<file path="src/rtl/beat_sequencer.sv">
// Song-position timebase: steps beat_cnt from 1 to BEATS at a tempo-selected rate,
// with start / pause / stop control and an end-of-song level.
module beat_sequencer #(
   parameter int BEATS    = 96,
   parameter int DIV_SLOW = 18_750_000,
   parameter int DIV_NORM = 12_500_000,
   parameter int DIV_FAST = 6_250_000,
   parameter int DIV_W    = 25
) (
   input  logic       clk,
   input  logic       rst,
   input  logic       start,
   input  logic       pause,
   input  logic       stop,
   input  logic [1:0] tempo_sel,
   output logic [6:0] beat_cnt,
   output logic       beat_tick,
   output logic       playing,
   output logic       paused,
   output logic       song_done
);

   typedef enum logic [1:0] {
      ST_IDLE  = 2'd0,
      ST_PLAY  = 2'd1,
      ST_PAUSE = 2'd2,
      ST_DONE  = 2'd3
   } state_t;

   localparam logic [6:0]       LAST_BEAT = 7'(BEATS);
   localparam logic [DIV_W-1:0] DIV_ONE   = DIV_W'(1);

   state_t           state_q, state_d;
   logic [DIV_W-1:0] presc_q, presc_d;
   logic [DIV_W-1:0] div_q, div_d;
   logic [6:0]       beat_q, beat_d;
   logic             tick_q, tick_d;
   logic             playing_q, playing_d;
   logic             paused_q, paused_d;
   logic             done_q, done_d;
   logic             start_q, pause_q;

   logic             start_ev, pause_ev;
   logic [DIV_W-1:0] sel_div;

   assign start_ev = start & ~start_q;
   assign pause_ev = pause & ~pause_q;

   // Beat period requested by the tempo switch; only sampled when a song starts.
   always_comb begin
      sel_div = DIV_W'(DIV_NORM);
      case (tempo_sel)
         2'd0:    sel_div = DIV_W'(DIV_SLOW);
         2'd2:    sel_div = DIV_W'(DIV_FAST);
         default: sel_div = DIV_W'(DIV_NORM);
      endcase
   end

   // Next-state, prescaler and beat counter; stop overrides every other event.
   always_comb begin
      state_d = state_q;
      presc_d = presc_q;
      div_d   = div_q;
      beat_d  = beat_q;
      tick_d  = 1'b0;

      if (stop) begin
         state_d = ST_IDLE;
         beat_d  = 7'd0;
         presc_d = '0;
      end else begin
         case (state_q)
            ST_IDLE, ST_DONE: begin
               if (start_ev) begin
                  state_d = ST_PLAY;
                  div_d   = sel_div;
                  beat_d  = 7'd1;
                  tick_d  = 1'b1;
                  presc_d = '0;
               end
            end
            ST_PLAY: begin
               if (presc_q == div_q - DIV_ONE) begin
                  presc_d = '0;
                  if (beat_q < LAST_BEAT) begin
                     beat_d = beat_q + 7'd1;
                     tick_d = 1'b1;
                  end else begin
                     state_d = ST_DONE;
                     beat_d  = 7'd0;
                  end
               end else begin
                  presc_d = presc_q + DIV_ONE;
               end
               // The step above is taken first; a pause on the final step is dropped.
               if (pause_ev && state_d == ST_PLAY) begin
                  state_d = ST_PAUSE;
               end
            end
            ST_PAUSE: begin
               if (start_ev) begin
                  state_d = ST_PLAY;
                  div_d   = sel_div;
                  beat_d  = 7'd1;
                  tick_d  = 1'b1;
                  presc_d = '0;
               end else if (pause_ev) begin
                  state_d = ST_PLAY;
               end
            end
            default: begin
               state_d = ST_IDLE;
               beat_d  = 7'd0;
               presc_d = '0;
            end
         endcase
      end

      playing_d = (state_d == ST_PLAY);
      paused_d  = (state_d == ST_PAUSE);
      done_d    = (state_d == ST_DONE);
   end

   // State, counters, edge-detect copies and registered outputs.
   always_ff @(posedge clk) begin
      if (rst) begin
         state_q   <= ST_IDLE;
         presc_q   <= '0;
         div_q     <= '0;
         beat_q    <= 7'd0;
         tick_q    <= 1'b0;
         playing_q <= 1'b0;
         paused_q  <= 1'b0;
         done_q    <= 1'b0;
         start_q   <= 1'b0;
         pause_q   <= 1'b0;
      end else begin
         state_q   <= state_d;
         presc_q   <= presc_d;
         div_q     <= div_d;
         beat_q    <= beat_d;
         tick_q    <= tick_d;
         playing_q <= playing_d;
         paused_q  <= paused_d;
         done_q    <= done_d;
         start_q   <= start;
         pause_q   <= pause;
      end
   end

   assign beat_cnt  = beat_q;
   assign beat_tick = tick_q;
   assign playing   = playing_q;
   assign paused    = paused_q;
   assign song_done = done_q;

endmodule

</file>
<file path="config.mk">
export PLATFORM = sky130hd
export DESIGN_NAME = beat_sequencer
export DESIGN_NICKNAME = d
export VERILOG_FILES = /design/src/rtl/beat_sequencer.sv
export SDC_FILE = /design/constraint.sdc
export NUM_CORES = 1
export LEC_CHECK = 0
export BUFFER_PORTS_ARGS = -buffer_cell sky130_fd_sc_hd__buf_2
export CAP_MARGIN = 20
export CORE_ASPECT_RATIO = 0.8
export CORE_UTILIZATION = 45
export CTS_CLUSTER_SIZE = 24
export DETAILED_ROUTE_END_ITERATION = 7
export HOLD_SLACK_MARGIN = 0.03
export MAX_ROUTING_LAYER = met4
export SYNTH_ARGS = -nofsm -noshare
export SYNTH_HDL_FRONTEND = slang
export SYNTH_SLANG_ARGS = --single-unit
</file>
<file path="constraint.sdc">
create_clock -name clk -period 4 [get_ports clk]
set_input_delay 0.8 -clock clk [delete_from_list [all_inputs] [get_ports clk]]
set_output_delay 0.8 -clock clk [all_outputs]
set_load 0.01 [all_outputs]
</file>
==> results.md, run 1 <==
- Die Height: 72.30 um
- Worst-margin pin slew: between 700 and 800 ps
- Post-synthesis compound-gate area fraction: 21.92%
- Vias in the first global route: 2309
- Start point of the critical path: div_q[9]
- Die ar.: about 6500 um^2
- RSZ-0062 raised after global routing: no
- CP Class: reg -> reg
- Slew HR: between 40 and 50%
- Via count: 2620
- Outcome: finished clean
- Final setup violation count: 0
- First-pass iteration count of the detailed router: 4
- CTS-repair resized insts: 0
- Post-synth top flop: dfxtp_1
- Sequential Area: roughly 940 um^2
- Mux share of post-synthesis cell area: 1.440%
- Total wire length: a little under 7 mm
- DRC Markers: 0
- CTS Hold Bufs: 0
- Multi-input combinational cell area: between 1500 and 2000 um^2
- First-pass GRT wire length: ~12 mm
- Cell family with most CP delay: simple AND/OR/NAND/NOR gates
- N_diodes: 0
- Fin area: about 3000 um^2
- Synth Area in Adders: roughly 2.7%
- PD cells: 301.7 nW/um^2
- Syn Area/Cell: ~7.9 um^2
- Most area-hungry cell type in the Yosys netlist: dfxtp_1
- CP max stage cell: nor4b_1
- F_max: 304.6 MHz
- CTS tree: built
- Synth Area in Simple Gates: 31.86%
- Initial antenna violation count: 0
- CP Data Arrival Time: roughly 3500 ps
- Clk buf depth: 2
- Gate Count Post-Synth: 353
- Largest net degree at the start of global routing: 24
- Crit path required time: 4200 ps
- Final min period: between 3000 and 4000 ps
- Rows: 25
- Min-Delay Path Class: reg -> reg
- EDFF count, synth: 0
- Asr flop ratio synth: 0%
- Synthesized flop and latch total: 47
- Top post-synthesis cells by area: dfxtp_1 34%, nand2_1 5.0%, nand3_1 4.3%
- CP bufs+invs: 1
- Port buffer count: 17
- Num ports: 18
- Post-synthesis xor/xnor area fraction: 3.150%
- R2r startpoint: div_q[9]
- Synth Net Count: about 370
- Worst hold start: beat_cnt[6]
- Fraction of layout cells with a size suffix above 1: 10.77%
- Via-to-Cell Ratio: 5.914
- Clk sink count: 47
- Clk_skew: ~11 ps
- DR iter-0 viols: ~200
- Placer Congestion: 0.9134
- Commonest non-fill, non-tap cell in the layout: dfxtp_1
- Initial Util: about 47%
- Slowest stage delay, CP: between 600 and 700 ps
- Layout area overhead: 7.381%
- VDD IR max: about 0.15 mV
- Setup bufs post-CTS: 0
- Synth unique cells: 61
- Pins Over Slew Limit: 0
- Most used cell along the critical path: a311oi_1
- Cell area after placement: 2904 um^2
- CTS Root Cell: clkbuf_8
- Gr ovfl total: 0
- Final Hold Fails: 0
- CP cell instances: inv_1, ha_1, nor4b_1, a41oi_1, a2111oi_2, a311oi_1, or4_4, a311oi_1
- Worst-skew pair later-pin latency: 300 ps
- Routed length per instance: 15.47 um
- Synth warn: 0
- Number of max-cap violations: 0
- Nets: 374
- Final cycle utilization of the critical path: 82.06%
- Clk slew on worst S/H paths: 90 ps
- Die X: between 80 and 90 um
- Fill cell count: 588
- DP Wirelength: approximately 5 mm
- Most frequent cells in the layout: 47 x dfxtp_1, 37 x nand2_1, 25 x nor2_1, 24 x nand3_1, 21 x a21oi_1
- Worst Setup End Kind: register
- Mapped cell area: about 2800 um^2
- Share of the synthesized area in the top cell type: 33.84%
- Seq/Total Area, Yosys: 33.84%
- CP startpoint kind: register
- Static Leak: 0.001017 uW
- Antenna Nets Post-Route: 0
- Core area: ~6000 um^2
- All-Layer GR Usage: roughly a quarter
- Largest family of logic cells by synthesized area: simple AND/OR/NAND/NOR gates
- TritonCTS buffer count: 5
- Crit Path Max Fanout: 11
- Setup TNS: 0 ps
- Htree depth: 2
[cell usage after synthesis (all sizes together), types with 4 or more instances]
library cell / number
nand4: 9
nor3: 16
nand2: 37
inv: 13
buf: 5
nor2: 25
xor2: 4
and4: 5
a31oi: 4
o21ai: 18
o311ai: 6
a211oi: 5
mux2i: 4
nor2b: 6
a21o: 4
clkbuf: 15
ha: 6
or3: 7
xnor2: 6
or4: 4
a21oi: 22
nand3: 24
and3: 8
o31ai: 4
dfxtp: 47
nand2b: 5
[registers in the layout (all words and copies together), names as in the netlist]
register   flops
presc_q       25
beat_cnt       7
div_q          7
state_q        2
beat_tick      1
pause_q        1
paused         1
playing        1
song_done      1
start_q        1
[kinds of logic (layout without fill, tap and decap cells)]
group           after synthesis  in the layout
compound gates               89             89
flops                        47             47
xor+xnor                     10             10
fa+ha+maj                     6              6
simple gates                164            164
mux                           4              4
buf+inv                      33             42
[layout make-up]
class | instances | share of cell area [%]
multi-input combinational | 273 | 56.87
sequential | 47 | 31.52
inverter | 13 | 1.635
clock buffer | 7 | 2.557
timing repair buffer | 21 | 3.856
tap | 81 | 3.395
clock inverter | 1 | 0.1676
[power by group]
part | total (uW) | switching [uW] | internal (uW)
logic | 127 | 79.5 | 48.0
registers | 486 | 11.6 | 475
clock network | 287 | 163 | 123
[final timing paths]
kind | end | slack [ps] | cells after the start
worst max register to register | playing | 720 | 8
worst max-delay path | playing | 720 | 8
worst min-delay path | beat_cnt[6] | 470 | 2
worst min register to register | beat_cnt[6] | 470 | 2
[layer usage]
metal	vias up	routed length, um	global-route usage, %
met5	-	0	-
met4	0	60	5.914
met3	7	372	4.822
met2	59	2806	32.74
met1	1222	3615	33.74
li1	1332	-	-
[stage by stage]
stage               power [uW]  cells  setup slack [ps]  util [%]  hold WS (ps)
finish                   900.7    443             717.5     50.23         472.3
global route             944.9    443             439.7     50.23         503.1
CTS                      901.0    443             762.0     50.23         470.1
detailed placement       622.0    435             801.1     48.86         456.9
global placement         622.7    435             763.8     48.86         450.8
floorplan                593.3    353              1220         -         473.4
[tightest hold or removal path: stages (launching register included)]
cell and delay (ps):
dfxtp_1 330, inv_1 50, a21oi_1 50
Note: power is estimated with default switching activity, not from simulation.
==> run 2, diff against run 1 <==
==> constraint.sdc (replaced) <==
create_clock -name clk -period 3.4 [get_ports clk]
set_input_delay 0.68 -clock clk [delete_from_list [all_inputs] [get_ports clk]]
set_output_delay 0.68 -clock clk [all_outputs]
set_load 0.01 [all_outputs]
==> results.md, run 2 (synthesis results as in run 1) <==
- DR iter-0 viols: 183
- Worst Setup End Kind: register
- Die X: 89.88 um
- Vias in the first global route: 2358
- Final setup violation count: 0
- CP Class: reg -> reg
- Worst-skew pair later-pin latency: 310 ps
- Rows: 25
- Initial Util: between 40% and 50%
- Clk_skew: roughly 10 ps
- First-pass GRT wire length: 11.59 mm
- Port buffer count: 17
- Crit path required time: roughly 3600 ps
- Final Hold Fails: 0
- Setup bufs post-CTS: 0
- CP startpoint kind: register
- Final min period: around 3100 ps
- Die ar.: 6498 um^2
- CTS Hold Bufs: 0
- Total wire length: 6.977 mm
- Nets: around 380
- Min-Delay Path Class: reg -> reg
- Setup TNS: 0 ps
- Num ports: 18
- Commonest non-fill, non-tap cell in the layout: dfxtp_1
- Static Leak: 0.001039 uW
- Number of max-cap violations: 0
- Antenna Nets Post-Route: 0
- VDD IR max: 0.2030 mV
- Post-route core utilization: 50.91%
- Htree depth: 2
- N_diodes: 0
- Fraction of layout cells with a size suffix above 1: about 12%
- Most frequent cells in the layout: 47 x dfxtp_1, 37 x nand2_1, 25 x nor2_1, 24 x nand3_1, 20 x a21oi_1
- PD cells: 359.9 nW/um^2
- Initial antenna violation count: 0
- Die Height: 72.30 um
- First-pass iteration count of the detailed router: 4
- Via count: 2652
- CP max stage cell: nor4b_1
- DRC Markers: 0
- Pins Over Slew Limit: 0
- Gr ovfl total: 0
- Clk slew on worst S/H paths: 90 ps
- F_max: 317.5 MHz
- CP Data Arrival Time: about 3400 ps
- Outcome: finished clean
- Clk buf depth: 2
- Via-to-Cell Ratio: just under 6
- Slew HR: 52.29%
- CTS Root Cell: clkbuf_8
- Most used cell along the critical path: a311oi_1
- Layout area overhead: 8.821%
- Number of flip-flops under the largest register name: 25
- RSZ-0062 raised after global routing: no
- Clk sink count: 47
- DP Wirelength: 5.180 mm
- Final cycle utilization of the critical path: 92.63%
- Slowest stage delay, CP: 590 ps
- CTS tree: built
- Worst-margin pin slew: 713.1 ps
- Fill cell count: 582
- Routed length per instance: around 16 um
- Placer Congestion: 0.9116
- All-Layer GR Usage: 22.96%
- CP cell instances: inv_1, ha_1, nor4b_1, a41oi_1, a2111oi_2, a311oi_1, or4_4, a311oi_1
- CTS-repair resized insts: 0
- Largest net degree at the start of global routing: 24
- Biggest register: presc_q
- Core area: ~6000 um^2
- Crit Path Max Fanout: 11
- TritonCTS buffer count: 5
==> run 2: critical path: cells and delay by family (launching register included) <==
kind / cells / cell delay (ps)
adder cells (fa/ha/maj): 1 / 350
buffers and inverters: 1 / 80
AND/OR/NAND/NOR: 2 / 1140
AO/OA/AOI/OAI: 4 / 1150
flip-flops: 1 / 330
==> run 2: worst paths after layout <==
| check | from | to | slack (ps) | cells after the start |
|---|---|---|---|---|
| min reg2reg | beat_cnt[6] | beat_cnt[6] | 460 | 2 |
| max | div_q[5] | playing | 250 | 8 |
| min | beat_cnt[6] | beat_cnt[6] | 460 | 2 |
| max reg2reg | div_q[5] | playing | 250 | 8 |
==> run 2: per-layer routing <==
layer,share of wire [%],global-route usage [%]
met1,54,33.85
met2,42,32.74
met3,3.3,3.459
met4,1.0,5.556
met5,0,-
==> run 2: per-stage QoR <==
step	setup WS, ps	hold WS, ps	cells	area [um^2]	power [uW]
after CTS	306.6	463.0	446	3022	1095
after detailed placement	322.7	449.2	438	2927	735.4
after floorplan	619.8	473.4	353	2780	698.0
after global placement	445.7	448.3	438	2927	735.3
final	250.4	461.5	446	3025	1089
after global routing	39.15	493.6	446	3025	1141
==> run 2: area by class of cell <==
type | instances | area (um^2) | area share (%)
Multi-Input combinational cell | 273 | 1702 | 56.24
Sequential cell | 47 | 940.9 | 31.10
Timing Repair Buffer | 24 | 137.6 | 4.549
Tap cell | 81 | 101.3 | 3.350
Clock buffer | 7 | 86.33 | 2.854
Inverter | 13 | 48.80 | 1.613
Clock inverter | 1 | 8.758 | 0.2895
==> run 2: where the power goes <==
part           internal, uW  leakage, uW  total, uW  switching [uW]
logic                  58.9     0.000610        156            96.9
registers               559     0.000380        570            11.7
clock network           167    0.0000484        363             196
